<file path="config.mk">
export PLATFORM = sky130hd
export DESIGN_NAME = object_row_scheduler
export DESIGN_NICKNAME = d
export VERILOG_FILES = /design/src/rtl/object_row_scheduler.sv
export SDC_FILE = /design/constraint.sdc
export NUM_CORES = 1
export LEC_CHECK = 0
export CORE_MARGIN = 1
export CORE_UTILIZATION = 54
export CTS_CLUSTER_SIZE = 14
export DETAILED_ROUTE_END_ITERATION = 10
export PLACE_DENSITY = 0.84
export SYNTH_ARGS = -nofsm -noshare
export SYNTH_HDL_FRONTEND = slang
export SYNTH_SLANG_ARGS = --single-unit
</file>
<file path="constraint.sdc">
create_clock -name clock -period 3.6 [get_ports clock]
set_input_delay 0.72 -clock clock [delete_from_list [all_inputs] [get_ports clock]]
set_output_delay 0.72 -clock clock [all_outputs]
set_load 0.02 [all_outputs]
</file>
<file path="src/rtl/object_row_scheduler.sv">
// Frame sequencer for the scrolling object row: owns the slot/scroll world state,
// walks the object band pixel by pixel and streams plot/x/y/colour to the VGA adapter.
module object_row_scheduler #(
  parameter int SCREEN_W  = 160,
  parameter int Y_TOP     = 60,
  parameter int Y_BOT     = 119,
  parameter int NUM_SLOTS = 11
) (
  input  logic       clock,
  input  logic       resetn,
  input  logic       frame_start,
  input  logic       advance,
  input  logic [1:0] new_obj,
  output logic [6:0] obj_y,
  output logic [3:0] obj_distance,
  input  logic [2:0] col_none,
  input  logic [2:0] col_my,
  input  logic [2:0] col_tree,
  output logic       plot,
  output logic [7:0] x_out,
  output logic [6:0] y_out,
  output logic [2:0] colour_out,
  output logic       busy,
  output logic       frame_done,
  output logic       new_obj_taken
);

  typedef enum logic [2:0] {IDLE, SCROLL, DRAW, FLUSH, DONE} state_t;

  state_t     state;
  logic       advance_l;
  logic [1:0] new_obj_l;
  logic [3:0] scroll_off;
  logic [1:0] slots [NUM_SLOTS];
  logic [7:0] x_cnt;
  logic [6:0] y_cnt;
  logic [1:0] d_type;

  logic [8:0] world;
  logic [4:0] slot_idx;
  logic [1:0] cur_type;

  // Map the screen column into world space; the slot index never exceeds NUM_SLOTS-1
  always_comb begin
    world    = {1'b0, x_cnt} + {5'b0, scroll_off};
    slot_idx = world[8:4];
    cur_type = 2'd0;
    for (int i = 0; i < NUM_SLOTS; i++) begin
      if (slot_idx == 5'(i)) cur_type = slots[i];
    end
  end

  assign obj_y        = (state == DRAW) ? y_cnt : 7'd0;
  assign obj_distance = (state == DRAW) ? world[3:0] : 4'd0;

  // Renderers answer one cycle after obj_*, so the colour is picked with the delayed type
  always_comb begin
    case (d_type)
      2'd1:    colour_out = col_my;
      2'd2:    colour_out = col_tree;
      default: colour_out = col_none;
    endcase
  end

  always_ff @(posedge clock) begin
    if (!resetn) begin
      state         <= IDLE;
      advance_l     <= 1'b0;
      new_obj_l     <= 2'd0;
      scroll_off    <= 4'd0;
      x_cnt         <= 8'd0;
      y_cnt         <= 7'd0;
      d_type        <= 2'd0;
      plot          <= 1'b0;
      x_out         <= 8'd0;
      y_out         <= 7'd0;
      busy          <= 1'b0;
      frame_done    <= 1'b0;
      new_obj_taken <= 1'b0;
      for (int i = 0; i < NUM_SLOTS; i++) slots[i] <= 2'd0;
    end else begin
      plot          <= 1'b0;
      frame_done    <= 1'b0;
      new_obj_taken <= 1'b0;
      case (state)
        IDLE: begin
          if (frame_start) begin
            advance_l <= advance;
            new_obj_l <= new_obj;
            busy      <= 1'b1;
            state     <= SCROLL;
          end
        end
        SCROLL: begin
          if (advance_l) begin
            if (scroll_off == 4'd15) begin
              scroll_off    <= 4'd0;
              new_obj_taken <= 1'b1;
              for (int i = 0; i < NUM_SLOTS - 1; i++) slots[i] <= slots[i+1];
              slots[NUM_SLOTS-1] <= new_obj_l;
            end else begin
              scroll_off <= scroll_off + 4'd1;
            end
          end
          x_cnt <= 8'd0;
          y_cnt <= 7'(Y_TOP);
          state <= DRAW;
        end
        DRAW: begin
          plot   <= 1'b1;
          x_out  <= x_cnt;
          y_out  <= y_cnt;
          d_type <= cur_type;
          if (x_cnt == 8'(SCREEN_W - 1)) begin
            x_cnt <= 8'd0;
            if (y_cnt == 7'(Y_BOT)) state <= FLUSH;
            else                    y_cnt <= y_cnt + 7'd1;
          end else begin
            x_cnt <= x_cnt + 8'd1;
          end
        end
        FLUSH: begin
          frame_done <= 1'b1;
          state      <= DONE;
        end
        DONE: begin
          busy  <= 1'b0;
          state <= IDLE;
        end
        default: state <= IDLE;
      endcase
    end
  end

endmodule
</file>
==> metrics, run 1 <==
run status=completed; startpoint of the worst register-to-register path=x_cnt[0]; fillcell total=473; largest delay contributor family on the critical path=buffers and inverters; number of antenna violations at the first check in global routing=0; Post-route DRC=0; Pwr Total=1.60 mW; Most used DFF post-synth=sky130_fd_sc_hd__dfxtp_1; Routed WL per cell=14.0 um; Highest Clock Rate=0.317 GHz; first drt pass iteration count=4; Setup CP Type=flop to output port; startpoint of the lowest-slack hold path=x_out[6]; EDFF count, synth=22; largest net degree at the start of global routing=39; clock tree buffer depth=2; Detailed Place HPWL=4.81 mm; via count of the first global-routing pass=2385; combinational share of power=0.103; WP data required=2.88 ns; vias after detailed routing=2759; number of H-tree levels=3; Sink Count=68; distinct cell type count of the synthesized netlist=55; Total Routing Usage GR=0.230; clk_lat worst skew=0.34 ns; Tcrit/Tclk final=0.877; async set or reset register ratio after synthesis=0; switch share=0.250; number of buffers added on ports=47; clock network fraction of design power=0.373; leading area contributor after synthesis=sky130_fd_sc_hd__dfxtp_1; critical path buffer and inverter count=3; count of yosys warnings during synthesis=0; number of antenna-violating nets in the routed design=0; transition time of the tightest slew-check pin=0.533 ns; number of placed instances, taps included=477; number of antenna diodes=0; path type of the worst min-delay path=flop to flop; internal power=1.20 mW; number of flip-flops and latches in the synthesized netlist=68; Syn-to-layout area delta=21.7%; accumulated negative setup slack=0 ns; number of top-level pins=48; placed inst area=0.00388 mm^2; effective utilization at floorplan=0.561; number of hold violations in the final report=0; final setup violation count=0; RSZ-0062 raised after global routing=false; cells along the critical path=nor2_1, and2_1, buf_4, nand2_1, inv_1, clkdlybuf4s50_1; clock root buffer=sky130_fd_sc_hd__clkbuf_8; Worst setup SP type=flop; post-synthesis sequential area ratio=0.473; Yosys top cell area share=0.276; final max-slew violation count=0; most frequent standard cell in the layout excluding fill and tap cells=sky130_fd_sc_hd__nand2_1; number of design-rule violations left by the first detailed-router iteration=235; power spent charging and discharging nets=0.400 mW; Max Cap Violations=0; std cell rows=28; maximum clock skew at final layout=0.00719 ns; number of hold-repair buffers added at the cts stage=0; leakage component of the power=1.58 nW; grt total ovfl=0; die width=80.7 um; vertical extent of the die=80.7 um; shortest clock period the worst path allows after layout=3.16 ns; Mean Syn Cell Area=9.08 um^2; CP Capture Type=output port; startpoint of the worst setup timing path=state[0]; final cell utilization of the core=0.683; global-route wire length before repair=11.1 mm; slowest library cell on the worst path=sky130_fd_sc_hd__clkdlybuf4s50_1; synthesized instance count=368; arrival time reported for the critical path endpoint=2.44 ns; Detailed Route WL=6.90 mm; CTS Buf Count=9; peak supply drop=0.000328 V; detail-routed via count per cell=5.60; Critical Path Max Stage Delay=0.59 ns; power density of the placed cells=394 mW/mm^2; post-layout instance area=0.00407 mm^2; RePlAce Congestion=0.888; summed instance area of the synthesized netlist=0.00334 mm^2; Synth Net Count=393; clock-pin slew on the worst setup and hold paths=0.07 ns; Synth area leaders=sky130_fd_sc_hd__dfxtp_1 28%, sky130_fd_sc_hd__edfxtp_1 20%, sky130_fd_sc_hd__nand2_1 5.8%; die footprint=0.00651 mm^2; Resized cells post-CTS=0; largest fanout on the critical path=10; total setup buffers inserted after CTS=0; worst max-slew margin expressed relative to the limit=0.643; area of the core region=0.00596 mm^2; most used cells in the layout excluding fill and tap cells=52 x sky130_fd_sc_hd__nand2_1, 47 x sky130_fd_sc_hd__clkdlybuf4s50_1, 46 x sky130_fd_sc_hd__dfxtp_1, 38 x sky130_fd_sc_hd__nor2_1, 29 x sky130_fd_sc_hd__a21oi_1; non-filler instance count after layout=493; Total Nets Final=438; ratio of cells with drive above 1 in the final layout=0.0837; part of the power in registers=0.524; clock tree from TritonCTS=done
worst reg2reg max path: stages (launching register included):
cell and delay (ns):
sky130_fd_sc_hd__dfxtp_1 0.42, sky130_fd_sc_hd__ha_1 0.23, sky130_fd_sc_hd__inv_1 0.07, sky130_fd_sc_hd__fa_1 0.42, sky130_fd_sc_hd__nand2b_1 0.19, sky130_fd_sc_hd__a21oi_2 0.19
sky130_fd_sc_hd__xor2_2 0.35, sky130_fd_sc_hd__mux4_2 0.55, sky130_fd_sc_hd__a22oi_1 0.20, sky130_fd_sc_hd__nor3_1 0.07, sky130_fd_sc_hd__o311a_1 0.34
layout make-up:
cell class              count  area [um^2]  share of cell area
flip-flops and latches     68         1580               0.389
inverters                  15         56.3              0.0139
clock buffers              10          128              0.0314
multi-input cells         264         1620               0.399
well taps                  75         93.8              0.0231
clock inverters             6         55.1              0.0135
repair buffers             55          531               0.131
cells by family (layout without fill, tap and decap cells):
family                     after synthesis  count (layout)  synth area share
and+or+nand+nor                        159             159             0.234
buffers and inverters                   36              86            0.0416
adders and majority gates               10              10            0.0397
DFF                                     68              68             0.473
xor gates and xnor gates                13              13            0.0363
AOI/OAI and AO/OA                       72              72             0.137
muxes                                   10              10            0.0382
synth_stat cells (all sizes together) (2+ instances only):
cell type,n
nor2,38
and3,7
mux2,2
mux4,2
mux2i,6
clkbuf,17
a22oi,4
a31oi,4
ha,9
o31ai,3
xnor2,4
o211a,2
o22ai,3
inv,15
xor2,9
nand4,7
buf,4
and2,25
nand2,53
dfxtp,46
nand3,8
o21a,2
a21oi,30
edfxtp,22
nand2b,3
nor3,12
o21ai,13
layer usage:
metal  routed length, um  track usage  vias up
li1                    -            -     1372
met1                3160        0.315     1284
met2                3130        0.343       95
met3                 516       0.0648        8
met4                  91       0.0893        0
met5                   0            0        -
power groups by stage:
stage | registers [mW] | clock network (mW) | logic (mW)
CTS | 0.839 | 0.607 | 0.166
finish | 0.839 | 0.597 | 0.164
detailed placement | 0.856 | 0 | 0.165
floorplan | 0.849 | 0 | 0.105
global placement | 0.855 | 0 | 0.160
global route | 0.843 | 0.640 | 0.181
registers in the layout, indices dropped and copies added, names as in the netlist:
register       count
slots             22
plot               1
busy               1
x_cnt              8
scroll_off         4
new_obj_taken      1
advance_l          1
x_out              8
new_obj_l          2
y_cnt              7
y_out              7
state              3
frame_done         1
d_type             2
stage by stage:
step	hold WS [ns]	worst slack [ns]
after floorplan	0.452	0.573
after global placement	0.442	0.624
after detailed placement	0.446	0.484
after CTS	0.456	0.426
after global routing	0.469	0.271
final	0.454	0.442
worst paths after layout:
path	slack (ns)	cells past startpoint	end
max	0.44	6	obj_y[6]
min reg2reg	0.45	2	x_out[6]
max reg2reg	0.47	10	d_type[1]
min	0.45	2	x_out[6]
(Power assumes the default switching activity.)
==> run 2: changes to the inputs <==
--- a/config.mk
+++ b/config.mk
@@ -14,2 +14,3 @@
 export SYNTH_HDL_FRONTEND = slang
 export SYNTH_SLANG_ARGS = --single-unit
+export TNS_END_PERCENT = 5
==> constraint.sdc (replaced) <==
create_clock -name clock -period 3.6 [get_ports clock]
set_input_delay 1.08 -clock clock [delete_from_list [all_inputs] [get_ports clock]]
set_output_delay 1.08 -clock clock [all_outputs]
set_load 0.02 [all_outputs]
==> run 2 against run 1 <==
  * Flip-flop and latch count unchanged
  * Sequential power barely moved
  * Clock power shrank 6.5%
  * Die area did not move
  * Routed wire length up 2.7%
  * Combinational power increased by 3%
  * Critical path type is now input port to output port
  * Largest cell class unchanged
  * Largest power group unchanged
  * Highest routed layer unchanged
==> metrics, run 2 (synthesized netlist as in run 1, its figures left out) <==
run status=completed (unchanged); max FFs per register=22 (unchanged); Total Routing Usage GR=0.242 (was 0.230); grt total ovfl=0 (unchanged); Pwr Total=1.56 mW (was 1.60 mW); clock-pin slew on the worst setup and hold paths=0.07 ns (about the same); clock tree buffer depth=2 (unchanged); via count of the first global-routing pass=2627 (was 2385); FF-to-FF path depth=10 (unchanged); die width=80.7 um (unchanged); final max-slew violation count=0 (unchanged); cells along the critical path=clkdlybuf4s50_1, a22oi_1, o21ai_0, clkdlybuf4s50_1 (was nor2_1, and2_1, buf_4, nand2_1, inv_1, clkdlybuf4s50_1); R2R setup slack=0.45 ns (was 0.47 ns); accumulated negative setup slack=0 ns (unchanged); number of antenna violations at the first check in global routing=0 (unchanged); effective utilization at floorplan=0.561 (unchanged); vias after detailed routing=2801 (was 2759); most used cells in the layout excluding fill and tap cells=52 x sky130_fd_sc_hd__nand2_1, 46 x sky130_fd_sc_hd__dfxtp_1, 46 x sky130_fd_sc_hd__clkdlybuf4s50_1, 38 x sky130_fd_sc_hd__nor2_1, 29 x sky130_fd_sc_hd__a21oi_1 (was 52 x sky130_fd_sc_hd__nand2_1, 47 x sky130_fd_sc_hd__clkdlybuf4s50_1, 46 x sky130_fd_sc_hd__dfxtp_1, 38 x sky130_fd_sc_hd__nor2_1, 29 x sky130_fd_sc_hd__a21oi_1); Tcrit/Tclk final=0.980 (was 0.877); vertical extent of the die=80.7 um (unchanged); CP Capture Type=output port (unchanged); Critical Path Max Stage Delay=0.64 ns (was 0.59 ns); first drt pass iteration count=5 (was 4); number of hold violations in the final report=0 (unchanged); Detailed Route WL=7.08 mm (was 6.90 mm); transition time of the tightest slew-check pin=0.537 ns (was 0.533 ns); Post-route DRC=0 (unchanged); destination of the critical timing path=colour_out[0] (was obj_y[6]); ratio of cells with drive above 1 in the final layout=0.0861 (was 0.0837); leakage component of the power=1.60 nW (was 1.58 nW); Setup CP Type=input port to output port (was flop to output port); Top Registers=slots: 22 flops, x_cnt: 8 flops, x_out: 8 flops (unchanged); area occupied by multi-input gates=0.00162 mm^2 (unchanged); RePlAce Congestion=0.847 (was 0.888); Syn-to-layout area delta=21.6% (was 21.7%); fillcell total=467 (was 473); number of antenna-violating nets in the routed design=0 (unchanged); final setup violation count=0 (unchanged); number of top-level pins=48 (unchanged); register area=0.00158 mm^2 (unchanged); RSZ-0062 raised after global routing=false (unchanged); power density of the placed cells=385 mW/mm^2 (was 394 mW/mm^2); clock root buffer=sky130_fd_sc_hd__clkbuf_8 (unchanged); area of the core region=0.00596 mm^2 (unchanged); detail-routed via count per cell=5.68 (was 5.60); WP data required=2.52 ns (was 2.88 ns); largest net degree at the start of global routing=39 (unchanged); largest fanout on the critical path=1 (was 10); number of design-rule violations left by the first detailed-router iteration=241 (was 235); maximum clock skew at final layout=0.0134 ns (was 0.00719 ns); arrival time reported for the critical path endpoint=2.45 ns (was 2.44 ns); Routed WL per cell=14.4 um (was 14.0 um); worst max-slew margin expressed relative to the limit=0.640 (was 0.643); global-route wire length before repair=11.9 mm (was 11.1 mm); Sink Count=68 (unchanged); number of hold-repair buffers added at the cts stage=0 (unchanged); number of buffers added on ports=47 (unchanged); startpoint of the worst setup timing path=col_tree[0] (was state[0]); std cell rows=28 (unchanged); Max Cap Violations=0 (unchanged); number of H-tree levels=3 (unchanged); clock tree from TritonCTS=done (unchanged); clk_lat worst skew=0.34 ns (about the same); most frequent standard cell in the layout excluding fill and tap cells=sky130_fd_sc_hd__nand2_1 (unchanged); Worst setup SP type=input port (was flop); critical register-to-register path endpoint=d_type[1] (unchanged); shortest clock period the worst path allows after layout=3.53 ns (was 3.16 ns); most frequent CP cell=sky130_fd_sc_hd__clkdlybuf4s50_1; die footprint=0.00651 mm^2 (unchanged); Total Nets Final=439 (was 438); post-route worst setup slack=0.0711 ns (was 0.442 ns); Highest Clock Rate=0.283 GHz (was 0.317 GHz); startpoint of the worst register-to-register path=x_cnt[0] (unchanged); register with the highest flop count=slots (unchanged); number of antenna diodes=0 (unchanged); DP Worst Slack=0.0366 ns (was 0.484 ns); Detailed Place HPWL=4.90 mm (was 4.81 mm); path type of the worst min-delay path=flop to flop (unchanged); slowest library cell on the worst path=sky130_fd_sc_hd__clkdlybuf4s50_1 (unchanged); CTS Buf Count=9 (unchanged); peak supply drop=0.000321 V (was 0.000328 V)
## run 2: worst max-delay path: cells and delay by family
kind,cells,cell delay [ns]
buf+inv,2,1.11
compound gates,2,0.26
## run 2: metal layers
| layer | up-vias | wire length (um) | GRT usage |
|---|---|---|---|
| met2 | 90 | 3230 | 0.373 |
| met3 | 19 | 394 | 0.0409 |
| met1 | 1328 | 3270 | 0.322 |
| met4 | 0 | 185 | 0.134 |
| met5 | - | 0 | 0 |
| li1 | 1364 | - | - |
## run 2: final cells by class
| class | count | area share |
|---|---|---|
| Clock buffer | 13 | 0.0391 |
| Clock inverter | 2 | 0.00277 |
| Inverter | 15 | 0.0139 |
| Multi-Input combinational cell | 264 | 0.399 |
| Sequential cell | 68 | 0.389 |
| Tap cell | 75 | 0.0231 |
| Timing Repair Buffer | 56 | 0.133 |
## run 2: worst min path at each step
stage	from	to	depth (start not counted)
3_3_place_gp	x_out[7]	x_out[7]	2
4_1_cts	y_out[3]	y_out[3]	2
6_report	y_out[3]	y_out[3]	2
3_5_place_dp	x_out[7]	x_out[7]	2
5_1_grt	y_out[5]	y_out[5]	2
2_1_floorplan	new_obj_l[0]	new_obj_l[0]	2
## run 2: where the power goes
| group | total [mW] | internal, mW | switching (mW) |
|---|---|---|---|
| logic | 0.169 | 0.0723 | 0.0962 |
| registers | 0.838 | 0.816 | 0.0223 |
| clock network | 0.558 | 0.284 | 0.274 |
| total | 1.56 | 1.17 | 0.392 |
## run 2: per-stage QoR
step,cells,hold slack (ns),cell area (um^2),utilization
global placement,478,0.443,3890,0.653
finish,493,0.455,4060,0.682
global route,493,0.474,4060,0.682
detailed placement,478,0.446,3890,0.653
floorplan,368,0.452,3340,-
CTS,493,0.456,4060,0.682
## run 2: what timing repair did
item,CTS,global route
setup endpoints to repair,0,1
setup buffers,0,0
gates resized for setup,0,1
hold endpoints to repair,0,0
